`src/rtl/stream_packet_fifo.sv`:
```
// -----------------------------------------------------------------------------
// stream_packet_fifo
//
// Store-and-forward packet buffer that sits after the QoS stream arbiter.
// Beats ({data, qos, id, last}) are held until a whole packet (its last beat)
// is in the buffer, so the consumer never sees a packet stall halfway through.
// A packet longer than DEPTH would otherwise deadlock: when the buffer is full
// and holds no complete packet, the head is released and the FSM stays in
// cut-through until that packet's last beat has been read.
//
// Ports
//   clk, rst           clock (rising edge), asynchronous active-high reset
//   s_*_in             input beat: data, qos, id, last, valid
//   s_ready_out        buffer can take a beat (depends only on the stored count)
//   m_*_out            head beat, first-word fall-through; zero while invalid
//   m_valid_out        head beat may be transferred
//   m_ready_in         consumer ready
//   count_out          beats stored
//   pkt_count_out      complete packets stored (last beats in the buffer)
// -----------------------------------------------------------------------------
module stream_packet_fifo #(
    parameter int T_DATA_WIDTH = 4,
    parameter int T_QOS__WIDTH = 2,
    parameter int STREAM_COUNT = 3,
    parameter int T_ID___WIDTH = $clog2(STREAM_COUNT),
    parameter int DEPTH        = 8
) (
    input  logic                      clk,
    input  logic                      rst,
    input  logic [T_DATA_WIDTH-1:0]   s_data_in,
    input  logic [T_QOS__WIDTH-1:0]   s_qos_in,
    input  logic [T_ID___WIDTH-1:0]   s_id_in,
    input  logic                      s_last_in,
    input  logic                      s_valid_in,
    output logic                      s_ready_out,
    output logic [T_DATA_WIDTH-1:0]   m_data_out,
    output logic [T_QOS__WIDTH-1:0]   m_qos_out,
    output logic [T_ID___WIDTH-1:0]   m_id_out,
    output logic                      m_last_out,
    output logic                      m_valid_out,
    input  logic                      m_ready_in,
    output logic [$clog2(DEPTH):0]    count_out,
    output logic [$clog2(DEPTH):0]    pkt_count_out
);

    localparam int AW = $clog2(DEPTH);
    localparam int CW = AW + 1;

    typedef struct packed {
        logic [T_DATA_WIDTH-1:0] data;
        logic [T_QOS__WIDTH-1:0] qos;
        logic [T_ID___WIDTH-1:0] id;
        logic                    last;
    } beat_t;

    typedef enum logic {
        ST_STORE = 1'b0,
        ST_CUT   = 1'b1
    } state_t;

    beat_t           mem_q [DEPTH];
    logic [CW-1:0]   wr_ptr_q, wr_ptr_d;
    logic [CW-1:0]   rd_ptr_q, rd_ptr_d;
    logic [CW-1:0]   count_q, count_d;
    logic [CW-1:0]   pkt_count_q, pkt_count_d;
    state_t          state_q, state_d;

    beat_t           beat_in;
    beat_t           head;
    logic            full;
    logic            empty;
    logic            wr;
    logic            rd;
    logic            valid;

    assign beat_in = '{data: s_data_in, qos: s_qos_in, id: s_id_in, last: s_last_in};
    assign head    = mem_q[rd_ptr_q[AW-1:0]];

    assign full  = (count_q == CW'(DEPTH));
    // Pointers carry a wrap bit, so equal pointers mean empty; this always
    // agrees with count_q == 0.
    assign empty = (wr_ptr_q == rd_ptr_q);

    assign s_ready_out = !full;
    assign wr          = s_valid_in & s_ready_out;
    assign rd          = valid & m_ready_in;

    // FSM: release rule for the head beat and cut-through entry/exit.
    always_comb begin
        state_d = state_q;
        valid   = 1'b0;
        unique case (state_q)
            ST_STORE: begin
                valid = !empty & ((pkt_count_q != '0) | full);
                // Only a full buffer with no complete packet can release a
                // non-last beat here: the packet is oversize, so keep draining.
                if (rd && !head.last && (pkt_count_q == '0))
                    state_d = ST_CUT;
            end
            ST_CUT: begin
                valid = !empty;
                if (rd && head.last)
                    state_d = ST_STORE;
            end
            default: state_d = ST_STORE;
        endcase
    end

    always_comb begin
        wr_ptr_d    = wr ? wr_ptr_q + CW'(1) : wr_ptr_q;
        rd_ptr_d    = rd ? rd_ptr_q + CW'(1) : rd_ptr_q;
        count_d     = count_q;
        pkt_count_d = pkt_count_q;
        unique case ({wr, rd})
            2'b10:   count_d = count_q + CW'(1);
            2'b01:   count_d = count_q - CW'(1);
            default: count_d = count_q;
        endcase
        unique case ({wr & s_last_in, rd & head.last})
            2'b10:   pkt_count_d = pkt_count_q + CW'(1);
            2'b01:   pkt_count_d = pkt_count_q - CW'(1);
            default: pkt_count_d = pkt_count_q;
        endcase
    end

    always_ff @(posedge clk or posedge rst) begin
        if (rst) begin
            wr_ptr_q    <= '0;
            rd_ptr_q    <= '0;
            count_q     <= '0;
            pkt_count_q <= '0;
            state_q     <= ST_STORE;
        end else begin
            wr_ptr_q    <= wr_ptr_d;
            rd_ptr_q    <= rd_ptr_d;
            count_q     <= count_d;
            pkt_count_q <= pkt_count_d;
            state_q     <= state_d;
        end
    end

    // Storage is not reset; stale entries are unreachable once pointers clear.
    always_ff @(posedge clk) begin
        if (wr)
            mem_q[wr_ptr_q[AW-1:0]] <= beat_in;
    end

    assign m_valid_out   = valid;
    assign m_data_out    = valid ? head.data : '0;
    assign m_qos_out     = valid ? head.qos  : '0;
    assign m_id_out      = valid ? head.id   : '0;
    assign m_last_out    = valid ? head.last : 1'b0;
    assign count_out     = count_q;
    assign pkt_count_out = pkt_count_q;

endmodule

```
`config.mk`:
```
export PLATFORM = sky130hd
export DESIGN_NAME = stream_packet_fifo
export DESIGN_NICKNAME = d
export VERILOG_FILES = /design/src/rtl/stream_packet_fifo.sv
export SDC_FILE = /design/constraint.sdc
export NUM_CORES = 1
export LEC_CHECK = 0
export CAP_MARGIN = 20
export CORE_MARGIN = 5
export CORE_UTILIZATION = 40
export CTS_CLUSTER_DIAMETER = 30
export DETAILED_ROUTE_END_ITERATION = 16
export SLEW_MARGIN = 25
export SYNTH_ARGS = -nofsm -noshare
export SYNTH_HDL_FRONTEND = slang
export SYNTH_SLANG_ARGS = --single-unit
```
`constraint.sdc`:
```
create_clock -name clk -period 6 [get_ports clk]
set_input_delay 1.2 -clock clk [delete_from_list [all_inputs] [get_ports clk]]
set_output_delay 1.2 -clock clk [all_outputs]
set_load 0.03 [all_outputs]
```
== After elaboration in Yosys (flattened, before gate mapping) ==
Memory sizes are Yosys's and may differ from the RTL's.
Cells that the tools add are included.
Word-level totals
  bits in registers: 17
  RAM bits: 72
  input bits: 13
  output and inout port bits: 19
  memories kept: 1
Operators by class
  add/subtract/negate cells: 6
  equal/unequal tests: 6
  muxes and demuxes: 12
  bitwise logic cells: 7
  reductions and logical operators: 10
Memory list
  mem_q: depth 8, width 9, rd ports 1, clocked after Yosys merged registers in 0, wr ports 1, line 61  | beat_t mem_q [DEPTH];
Operators with widths (number)
  $add A4 B1 Y4 const B: 4
  $pmux W4 S2: 2
  $sub A4 B1 Y4 const B: 2
  $and A1 B1 Y1: 5
  $mux W1: 5
  $eq A2 B1 Y1 const B: 2
  $eq A2 B2 Y1 const B: 2
  $eq A4 B4 Y1: 1
  $eq A4 B4 Y1 const B: 1
  $logic_not A4 Y1: 1
  $mux W2: 2
  $mux W4: 1
  $pmux W1 S2: 2
  $reduce_bool A2 Y1: 2
  $reduce_bool A4 Y1: 1
  $logic_and A1 B1 Y1: 3
  $logic_not A1 Y1: 3
  $not A1 Y1: 1
  $or A1 B1 Y1: 1

== Longest topological paths before layout ==
  depth in word-level cells: 9
  mapped depth: 12
  depth with buffers taken out: 11

== Worst setup path before layout ==
Ideal clock, no wire load.
  path type: reg-to-output
  from: register count_q[0] (netlist: count_out[0])
  to: output port m_data_out[0]
  arrival: 2266 ps
  required time: 4800 ps
  slack: 2534 ps
  stages on the path, launching flop included: 6
  buffers on the path: 1
  cells stage by stage: dfrtp_1 or4b_4 and3b_4 or2_1 buf_2 nor2_1
On the way
  cells in the longest elaborated chain, start to end: 5
RTL lines
  start: declaration: line 64  | logic [CW-1:0] count_q, count_d;
  start signal: assignment: line 136  | count_q <= count_d;
  $eq A4 B4 Y1: line 79  | assign full = (count_q == CW'(DEPTH));
  $or A1 B1 Y1: line 94  | valid = !empty & ((pkt_count_q != '0) | full);
  $and A1 B1 Y1: line 94
  $pmux W1 S2: line 92  | unique case (state_q)
  $mux W4: line 149  | assign m_data_out = valid ? head.data : '0;
  end: declaration: line 36  | output logic [T_DATA_WIDTH-1:0] m_data_out,
Every way passes these cells.

== Final worst setup path ==
  from: register rd_ptr_q[2]
  to: output port m_id_out[0]
On the way
  cells in the longest elaborated chain, start to end: 5
  elaborated cells between the ends (all ways): 6
RTL lines
  start: declaration: line 63  | logic [CW-1:0] rd_ptr_q, rd_ptr_d;
  start signal: assignment: line 135  | rd_ptr_q <= rd_ptr_d;
  $eq A4 B4 Y1: line 82  | assign empty = (wr_ptr_q == rd_ptr_q);
  $logic_not A1 Y1: line 94, 101
  $and A1 B1 Y1: line 94
  $pmux W1 S2: line 92
  $mux W2 *: line 151  | assign m_id_out = valid ? head.id : '0;
  end: declaration: line 38  | output logic [T_ID___WIDTH-1:0] m_id_out,
Every way passes the cells marked *; elsewhere a longest branch is shown, timed or not.

==> results.toml <==
[critical_path]
cpPeakStageDelay_ps = 840
crit_path_start = "rd_ptr_q[2]$_DFFE_PP0P_"
worstPathRequired_ps = 4800
worstPathArrival_ps = 3110
cp_slowest_cell = "dfrtp_1"
r2r-start = "rd_ptr_q[2]$_DFFE_PP0P_"
path_cells = "xor2_1 > nor4_1 > or2_1 > nor2_1 > clkdlybuf4s50_1"
start_kind = "flip-flop"
crit_fanout = 13
cp-end-kind = "output port"
worstSetupPathType = "flip-flop to output port"

[timing]
rsz0062_at_grt = "no"
fin_ws_ps = 1690
tightest_slew_ps = 756
finalHoldViolations = 0
whs_ps = 499
slew_headroom = 0.496
setup_viol = 0
fmax_mhz = 232
period_minus_slack_ps = 4310
skew_ps = 5.12
slew_violations = 0
fin_crit_sh = 0.719
timing.setup.tns_ps = 0

[drt]
wl_met1_mm = 3.17
vias = 2007
highest_layer = "met4"
met2_wirelength_mm = 3.42
wl_per_cell_um = 17.6
via_per_inst = 5.04
wl_mm = 7.00
drcViolationCount = 0
first_iter_violations = 71
postRouteAntennaNets = 0
wl_met3_um = 310
drtPass1Iterations = 4

[layout]
final_cells = 398
drive_gt1_frac = 0.190
n_fill_cell = 814
final_core_util = 0.490
fin_nets = 284
n_antenna_cell = 0
area_growth_pct = 19.1
seq_area_um2 = 2590
final_cell_area_um2 = 4530
multiInputGateArea_um2 = 1160

[placement]
placed_area_um2 = 4290
gp_congestion = 0.718
dp_hpwl_mm = 4.30
place_inst = 382
dp_slack_ps = 2000
io_buffers = 31

[floorplan]
core.rowCount = 35
die_area_um2 = 11500
die_w_um = 107
die_h_um = 107
start_util = 0.411
core-area_um2 = 9240
io_pins = 32

[grt]
grt_overflow_total = 0
grt_pass1_vias = 2091
grt_use_total = 0.132
antenna_found_initial = 0
grt_max_degree = 23
grt_pass1_wl_mm = 11.4

[cts]
ctsRootBufferMaster = "clkbuf_8"
cts-hold-fix-buffers = 0
cts.sinks = 89
htreeDepth = 3
cts_buffers = 9
clock_path_buffers = 2
cts_tree = "done"
clkTransAtPathRegs_ps = 80
clk_latency_ps = 340
post_cts_resized = 0
post_cts_buffers = 0

[worst_hold_path]
holdCritStartpoint = "state_q$_DFF_PP0_"
hold_class = "flip-flop to flip-flop"

[yosys]
netlist_area_um2 = 3800
ys_seq_area_frac = 0.681
yosysWarnings = 0
synth.top_cell.area_share = 0.569
synth_area_per_cell_um2 = 16.9
yosys-top-cells-area = "edfxtp_1, dfrtp_1, mux4_2, xor2_1, mux2i_1"
synth_top_cell_by_area = "edfxtp_1"
synth_nets = 245
synth_seq_cells = 89
synthDistinctLibCells = 33
syn_inst = 225

[pwr]
power_density_nw_per_um2 = 564
finalPower_mw = 2.55
power.leakage_nw = 1.57
vdd_drop_max_uv = 226

[job]
maxCapViolCount = 0

[outcome]
status = "finished, final reports clean"
[critical path: cells and delay by family, from the launching register on]
kind / cells / cell delay, ps
buffers and inverters: 1 / 640
xor gates and xnor gates: 1 / 140
DFF: 1 / 840
and+or+nand+nor: 3 / 1160
[state kept, by name, indices dropped and copies added (netlist names)]
signal and cells:
state_q 1, count_out 4, pkt_count_out 4, rd_ptr_q 4, mem_q 72, wr_ptr_q 4
[synthesized netlist by cell type (all sizes together)]
cell type and number:
clkbuf 6, xnor2 7, clkinv 1, mux2 3
mux4 18, buf 4, and2 2, dfrtp 17
nand4 2, xor2 12, nor3 5, nand2 12
and3b 1, o2bb2ai 1, nand3b 3, ha 7
inv 4, nor4 4, edfxtp 72, o21ai 5
or4b 1, nand2b 2, a21oi 4, or2 1
nor2 18, o41ai 1, or3 1, mux2i 10
a31oi 1
[power by group]
part / leakage, nW / total [mW] / internal (mW) / switching (mW)
clock network: 0.114 / 0.475 / 0.275 / 0.200
registers: 0.856 / 0.922 / 0.803 / 0.118
logic: 0.601 / 1.16 / 0.524 / 0.633
[cell usage in the layout (no fill, tap or decap), types with 4 or more instances in the layout]
cell type | netlist | final
clkbuf_8 | 0 | 9
clkdlybuf4s50_1 | 0 | 31
xor2_1 | 12 | 12
a21oi_1 | 4 | 4
mux2i_1 | 10 | 10
nor3_1 | 5 | 5
buf_4 | 1 | 7
o21ai_0 | 5 | 5
mux4_2 | 18 | 18
xnor2_1 | 7 | 7
ha_1 | 7 | 7
inv_1 | 4 | 4
dfrtp_1 | 17 | 17
nand2_1 | 12 | 12
nor2_1 | 17 | 14
edfxtp_1 | 72 | 72
[per-layer routing]
metal / track usage / vias up
li1: - / 934
met1: 0.187 / 1023
met2: 0.207 / 44
met3: 0.0216 / 6
met4: 0.0487 / 0
met5: 0 / -
[final cells by class]
class | instances | area share
Tap cell | 129 | 0.0357
Multi-Input combinational cell | 121 | 0.257
Inverter | 5 | 0.00415
Sequential cell | 89 | 0.572
Timing Repair Buffer | 38 | 0.0802
Clock buffer | 10 | 0.0282
Clock inverter | 6 | 0.0235
[final timing paths]
check                                               end  slack [ps]  depth (start not counted)
setup / recovery                            m_id_out[0]        1690                          5
hold / removal                        state_q$_DFF_PP0_         500                          2
setup reg to reg               count_out[2]$_DFFE_PP0P_        2620                         11
hold reg to reg                       state_q$_DFF_PP0_         500                          2
max in group asynchronous       rd_ptr_q[2]$_DFFE_PP0P_        4300                          2
min in group asynchronous  pkt_count_out[3]$_DFFE_PP0P_        1260                          2
[logic make-up after synthesis]
group                    after synthesis  synth area share
flip-flops                            89             0.681
AND/OR/NAND/NOR                       52            0.0754
multiplexers                          31             0.142
XOR/XNOR                              19            0.0438
buffers and inverters                 15            0.0168
AO/OA/AOI/OAI                         12            0.0181
adder cells (fa/ha/maj)                7            0.0230
No activity file was read; power rests on OpenSTA's default activity.
